[config.mk]
export PLATFORM = sky130hd
export DESIGN_NAME = vcu108_clk_gen
export DESIGN_NICKNAME = d
export VERILOG_FILES = /design/src/rtl/vcu108_clk_gen.sv
export SDC_FILE = /design/constraint.sdc
export NUM_CORES = 1
export LEC_CHECK = 0
export BUFFER_PORTS_ARGS = -buffer_cell sky130_fd_sc_hd__buf_2
export CAP_MARGIN = 20
export CORE_ASPECT_RATIO = 0.8
export CORE_MARGIN = 8
export CORE_UTILIZATION = 40
export DETAILED_ROUTE_END_ITERATION = 12
export PLACE_DENSITY = 0.58
export SETUP_SLACK_MARGIN = 0.3
export SKIP_CTS_REPAIR_TIMING = 1
export SYNTH_ARGS = -nofsm -noshare
export SYNTH_HDL_FRONTEND = slang
export SYNTH_SLANG_ARGS = --single-unit
[constraint.sdc]
create_clock -name clk_in1_p -period 4.9 [get_ports clk_in1_p]
set_clock_uncertainty 0.1 [all_clocks]
set_input_delay 0.49 -clock clk_in1_p [delete_from_list [all_inputs] [get_ports clk_in1_p]]
set_output_delay 0.49 -clock clk_in1_p [all_outputs]
set_load 0.02 [all_outputs]
[src/rtl/vcu108_clk_gen.sv]
// VCU108 fabric clock generator: differential clock receive, divide-by-DIVIDE with
// 50% duty (odd ratios use a falling-edge helper flop), lock timer and boundary-aligned gating.
module vcu108_clk_gen #(
    parameter int DIVIDE           = 3,
    parameter int LOCK_CYCLES      = 1024,
    parameter int CLK_IN_PERIOD_PS = 3333
) (
    input  logic clk_in1_p,
    input  logic clk_in1_n,
    input  logic reset,
    output logic locked,
    output logic clk_out1
);

    localparam int              CNT_W       = $clog2(DIVIDE);
    localparam logic [CNT_W-1:0] CNT_LAST    = CNT_W'(DIVIDE - 1);
    localparam logic [CNT_W-1:0] CNT_HIGH    = CNT_W'(DIVIDE / 2);
    localparam logic [15:0]      LOCK_TARGET = 16'(LOCK_CYCLES);
    localparam bit               ODD_DIVIDE  = (DIVIDE % 2) == 1;
    localparam int               unused_period_ps = CLK_IN_PERIOD_PS;

    logic clk_i;
    logic unused_clk_n;

    assign clk_i        = clk_in1_p;
    assign unused_clk_n = clk_in1_n;

    logic [CNT_W-1:0] div_cnt_q,  div_cnt_d;
    logic [15:0]      lock_cnt_q, lock_cnt_d;
    logic             raw_pos_q,  raw_pos_d;
    logic             locked_q,   locked_d;
    logic             gate_en_q,  gate_en_d;
    logic             raw_neg_q;
    logic             div_clk;

    // Lock and gate changes are only taken when the divider is about to start a new
    // period, so the first and last gated pulses are always full width.
    always_comb begin
        div_cnt_d  = (div_cnt_q == CNT_LAST) ? '0 : div_cnt_q + 1'b1;
        lock_cnt_d = (lock_cnt_q < LOCK_TARGET) ? lock_cnt_q + 16'd1 : lock_cnt_q;
        raw_pos_d  = (div_cnt_d < CNT_HIGH);
        locked_d   = locked_q | ((lock_cnt_d == LOCK_TARGET) && (div_cnt_d == '0));
        gate_en_d  = (div_cnt_d == '0) ? locked_d : gate_en_q;
        if (reset) begin
            div_cnt_d  = '0;
            lock_cnt_d = '0;
            raw_pos_d  = 1'b0;
            locked_d   = 1'b0;
            gate_en_d  = 1'b0;
        end
    end

    always_ff @(posedge clk_i) begin
        div_cnt_q  <= div_cnt_d;
        lock_cnt_q <= lock_cnt_d;
        raw_pos_q  <= raw_pos_d;
        locked_q   <= locked_d;
        gate_en_q  <= gate_en_d;
    end

    // Half-cycle delayed copy stretches odd-ratio high time by half an input period.
    always_ff @(negedge clk_i) begin
        raw_neg_q <= raw_pos_q;
    end

    assign div_clk  = raw_pos_q | (ODD_DIVIDE ? raw_neg_q : 1'b0);
    assign clk_out1 = div_clk & gate_en_q;
    assign locked   = locked_q;

endmodule

==> reports/results.ini, run 1 <==
[outcome]
status = finished clean

[global_routing]
grt_max_degree = 22
antenna_found_initial = 0
grt_pass1_vias = 629
grt_first_pass_wirelength_um = 2950
grt_util_all_layers_pct = 8.85
grt.overflow.total = 0

[die]
io_pins = 5
initial_core_util_pct = 40.9
die_h_um = 60.2
die_area_um2 = 4280
fp-row-count = 16
die_width_um = 71.2
fp.coreArea_um2 = 2380

[finish]
drive_gt1_share_pct = 17.6
fin_nets = 107
final_util_pct = 43.8
seqCellArea_um2 = 440
fillCellCount = 249
area_growth_pct = 6.93
multiInputGateArea_um2 = 519
diodes = 0

[drt]
met1_length_um = 860
ant_nets = 0
drt_first_pass_iters = 4
drt_iter0_markers = 66
vias = 673
wl_met2_um = 662
drt_wl_total_um = 1620
top_layer = met3
viasPerCell = 5.22
routed-wl-met3_um = 91
drc = 0
routedWlPerCell_um = 12.5

[setup_path]
worstReg2RegStart = raw_pos_q
crit_arrival_ns = 3.40
cp-start-kind = flop
worstPathRequired_ns = 4.31
critPathLaunch = raw_neg_q
path_max_fanout = 1
path_class = flop to primary output
crit_path_end_kind = primary output

[yosys]
netlist_area_um2 = 975
ys.flop_type = dfxtp_1
syn_nets = 101
yosysMostFrequentCell = dfxtp_1
yosysWarnings = 0
synth-seq-area-share_pct = 45.2
synth_top_area_share_pct = 45.2
postSynthCellCount = 97
syn_area_per_cell_um2 = 10.0
netlist-cell-type-count = 35
synth.largest_area_cell = dfxtp_1
synth_seq_cells = 22
ys_top_cells_by_count = dfxtp_1, nor2_1, xor2_1, nand3_1, nor2b_1
synth_edf_count = 0
async_flop_share_pct = 0
synth.top_cells.by_area = dfxtp_1, xor2_1, nor2_1

[timing]
hold_viol = 0
fin_ws_ns = 0.909
slew_headroom_pct = 58.1
final_max_slew_viol_count = 0
setup_viol = 0
tightest_slew_ns = 0.628
fin_tns_setup_ns = 0
rsz0062_at_grt = no

[job]
drv_cap = 0

[clocking]
htree_levels = 1
path_clk_slew_ns = 0.11
clock_latency_ns = 0.31
root_buffer = clkbuf_4
cts_inserted_buffers = 3
cts_buffer_depth = 2
cts_tree = yes
cts_num_sinks = 22

[power]
p_leak_nw = 0.399
vdd_drop_max_mv = 0.180
p_per_area_nw_per_um2 = 281

[worst_hold_path]
hp-class = flop to flop
hold_path.startpoint = div_cnt_q[0]

[place]
place_ws_ns = 1.26
io_buffers = 3
routabilityCongestion = 0.804
post-dp-hpwl_um = 1150

-- per-stage QoR --
step / area [µm²] / instances / hold WS [ns] / power, W
finish: 1040 / 129 / 0.334 / 0.000292
detailed placement: 1020 / 125 / 0.306 / 0.000211
floorplan: 975 / 97 / 0.292 / 0.000207
global route: 1040 / 129 / 0.372 / 0.000312
CTS: 1040 / 129 / 0.331 / 0.000299
global placement: 1020 / 125 / 0.300 / 0.000211
-- worst max-delay path, cell delays in order, from the launching register on --
cell and delay, ns:
dfxtp_1 0.29, o21a_1 0.16, buf_2 0.15
-- metal layers --
metal	vias to the layer above	global-route usage [%]
met5	-	0
met4	0	1.77
met3	0	4.02
met2	9	12.7
met1	311	11.7
li1	353	-
-- power by group --
group | total (W) | internal, W | switching (W)
clock network | 0.0000878 | 0.0000328 | 0.0000550
registers | 0.000188 | 0.000184 | 0.00000478
logic | 0.0000162 | 0.00000711 | 0.00000912
-- flip-flops by register name, indices dropped and copies added (netlist names) --
name        cells
raw_neg_q       1
div_cnt_q       2
locked          1
gate_en_q       1
raw_pos_q       1
lock_cnt_q     16
-- path summary, 6_finish.rpt --
path	end	slack, ns	depth (start not counted)
min reg2reg	div_cnt_q[0]	0.33	1
min	div_cnt_q[0]	0.33	1
max	clk_out1	0.91	2
max reg2reg	raw_neg_q	1.97	0
-- cell families after synthesis --
family | count (synthesis) | share of synthesized area, %
buffers and inverters | 4 | 1.54
xor gates and xnor gates | 9 | 8.09
muxes | 2 | 2.57
AOI/OAI and AO/OA | 10 | 8.99
DFF | 22 | 45.2
adders and majority gates | 1 | 1.28
and+or+nand+nor | 49 | 32.3
-- layout make-up --
class	count	area share, %
clock inverter	1	0.360
inverter	1	0.360
sequential	22	42.3
timing repair buffer	3	1.44
clock buffer	4	2.52
multi-input combinational	71	49.8
tap	27	3.24
-- cell usage in the layout (no fill, tap or decap), types with 3 or more instances in the layout --
| cell | netlist | layout |
|---|---|---|
| dfxtp_1 | 22 | 22 |
| nor2_1 | 15 | 15 |
| xor2_1 | 9 | 9 |
| nand3_1 | 6 | 6 |
| nor2b_1 | 6 | 6 |
| nand2_1 | 3 | 3 |
| clkbuf_4 | 0 | 3 |
| buf_2 | 0 | 3 |
Power figures use the tool's default switching activity.
==> inputs of run 2 (changes only) <==
--- a/config.mk
+++ b/config.mk
@@ -5,13 +5,14 @@
 export SDC_FILE = /design/constraint.sdc
 export NUM_CORES = 1
 export LEC_CHECK = 0
+export ABC_AREA = 1
 export BUFFER_PORTS_ARGS = -buffer_cell sky130_fd_sc_hd__buf_2
 export CAP_MARGIN = 20
 export CORE_ASPECT_RATIO = 0.8
 export CORE_MARGIN = 8
 export CORE_UTILIZATION = 40
 export DETAILED_ROUTE_END_ITERATION = 12
-export PLACE_DENSITY = 0.58
+export PLACE_DENSITY = 0.6
 export SETUP_SLACK_MARGIN = 0.3
 export SKIP_CTS_REPAIR_TIMING = 1
 export SYNTH_ARGS = -nofsm -noshare
==> constraint.sdc (replaced) <==
create_clock -name clk_in1_p -period 3.4 [get_ports clk_in1_p]
set_clock_uncertainty 0.1 [all_clocks]
set_input_delay 0.34 -clock clk_in1_p [delete_from_list [all_inputs] [get_ports clk_in1_p]]
set_output_delay 0.34 -clock clk_in1_p [all_outputs]
set_load 0.02 [all_outputs]
==> reports/results.ini, run 2 <==
[yosys]
synth_seq_cells = 22
synth_edf_count = 0
async_flop_share_pct = 0
netlist_area_um2 = 1010
synth.largest_area_cell = dfxtp_1
netlist-cell-type-count = 21
ys_top_cells_by_count = nand2_1, nor2_1, dfxtp_1, inv_1, nand3_1
syn_area_per_cell_um2 = 7.14
synth-seq-area-share_pct = 43.7
postSynthCellCount = 141
synth.top_cells.by_area = dfxtp_1, nand2_1, nor2_1
yosysMostFrequentCell = nand2_1
yosysWarnings = 0
synth_top_area_share_pct = 43.7
syn_nets = 145
ys.flop_type = dfxtp_1

[outcome]
status = finished clean

[finish]
fillCellCount = 260
regMostFlops = lock_cnt_q
layout_commonest_cell = nand2_1
largestRegisters = lock_cnt_q: 16 flops, div_cnt_q: 2 flops
drive_gt1_share_pct = 12.4
largest_register_ff_count = 16
fin_nets = 150
stdcell_count = 181
final_cell_mix = nand2_1, nor2_1, dfxtp_1
design_area_um2 = 1080
area_growth_pct = 7.58
seqCellArea_um2 = 440
diodes = 0
multiInputGateArea_um2 = 465

[place]
routabilityCongestion = 0.765
io_buffers = 3
placed_area_um2 = 1040
dp.cells = 177
post-dp-hpwl_um = 1210

[clocking]
cts_inserted_buffers = 3
htree_levels = 1
root_buffer = clkbuf_4
cts_tree = yes
path_clk_slew_ns = 0.13
cts_buffer_depth = 2
clock_latency_ns = 0.30
cts_num_sinks = 22

[timing]
fin_tns_setup_ns = 0
rsz0062_at_grt = yes
fin_hold_ws_ns = 0.316
hold_viol = 0
final_max_slew_viol_count = 0
setup_viol = 0
tightest_slew_ns = 0.378
slew_headroom_pct = 74.8

[die]
die_h_um = 60.9
initial_core_util_pct = 41.6
fp-row-count = 16
io_pins = 5
fp.coreArea_um2 = 2420
die_area_um2 = 4390
die_width_um = 72.1

[setup_path]
path_class = flop to primary output
worstPathRequired_ns = 2.96
crit_arrival_ns = 2.63
crit_path_end_kind = primary output
cp-start-kind = flop
r2r_cells = 0
path_max_fanout = 1

[worst_hold_path]
hp-class = primary input to flop
hold_path_depth = 2

[drt]
drc = 0
routedWlPerCell_um = 9.16
drt_wl_total_um = 1660
vias = 795
drt_iter0_markers = 59
drt_first_pass_iters = 4
ant_nets = 0
viasPerCell = 4.39

[global_routing]
antenna_found_initial = 0
grt_first_pass_wirelength_um = 3070
grt_pass1_vias = 749
grt.overflow.total = 0
grt_util_all_layers_pct = 8.79
grt_max_degree = 22

[power]
p_per_area_nw_per_um2 = 406
p_leak_nw = 0.461
vdd_drop_max_mv = 0.355

[job]
drv_cap = 0

run 2: cell count changes after synthesis, sizes merged, moves of 2 or more:
| cell | delta |
|---|---|
| nor2b | -6 |
| xor2 | -8 |
| and3 | -2 |
| nor2 | +12 |
| nand2 | +33 |
| inv | +19 |
| a211oi | -2 |
| nor3b | -2 |
| a41oi | -2 |
| nand3 | +6 |
| a21oi | +6 |
| nor3 | -2 |
run 2: path summary, 6_finish.rpt:
| check | start | to | slack, ns |
|---|---|---|---|
| worst max-delay path | raw_neg_q | clk_out1 | 0.33 |
| worst min-delay path | reset | lock_cnt_q[0] | 0.32 |
| worst max register to register | raw_pos_q | raw_neg_q | 1.22 |
| worst min register to register | div_cnt_q[0] | div_cnt_q[0] | 0.33 |
run 2: area by class of cell:
type	count	area share (%)
multi-input combinational	95	43.0
sequential	22	40.6
inverter	20	6.93
tap	36	4.16
clock buffer	4	3.35
timing repair buffer	3	1.62
clock inverter	1	0.346
run 2: through the flow:
step / util, % / total power [W] / setup WS, ns
2_1_floorplan: - / 0.000296 / 0.658
3_3_place_gp: 43.1 / 0.000300 / 0.691
3_5_place_dp: 43.1 / 0.000301 / 0.686
4_1_cts: 44.6 / 0.000447 / 0.298
5_1_grt: 44.7 / 0.000467 / 0.242
6_report: 44.7 / 0.000440 / 0.327
run 2: cells by family after synthesis:
group,share of synthesized area (%)
xor+xnor,0.870
compound gates,5.96
buf+inv,10.1
fa+ha+maj,1.24
flops,43.7
simple gates,38.1
run 2: where the power goes:
part           switching, W  internal [W]  total [W]
registers        0.00000546      0.000264   0.000270
clock network     0.0000810     0.0000668   0.000148
logic             0.0000136    0.00000826  0.0000219
run 2: routing by layer:
layer / up-vias / GRT usage [%] / part of all wire (%)
met5: - / 0 / 0
met3: 0 / 4.13 / 4.0
li1: 446 / - / -
met1: 342 / 11.5 / 55
met4: 0 / 0.870 / 0
met2: 7 / 13.2 / 41
run 2: critical path, cell delays in order (launching register included):
cell	delay, ns
dfxtp_1	0.30
nor2_1	0.03
nor2_1	0.09
buf_4	0.15
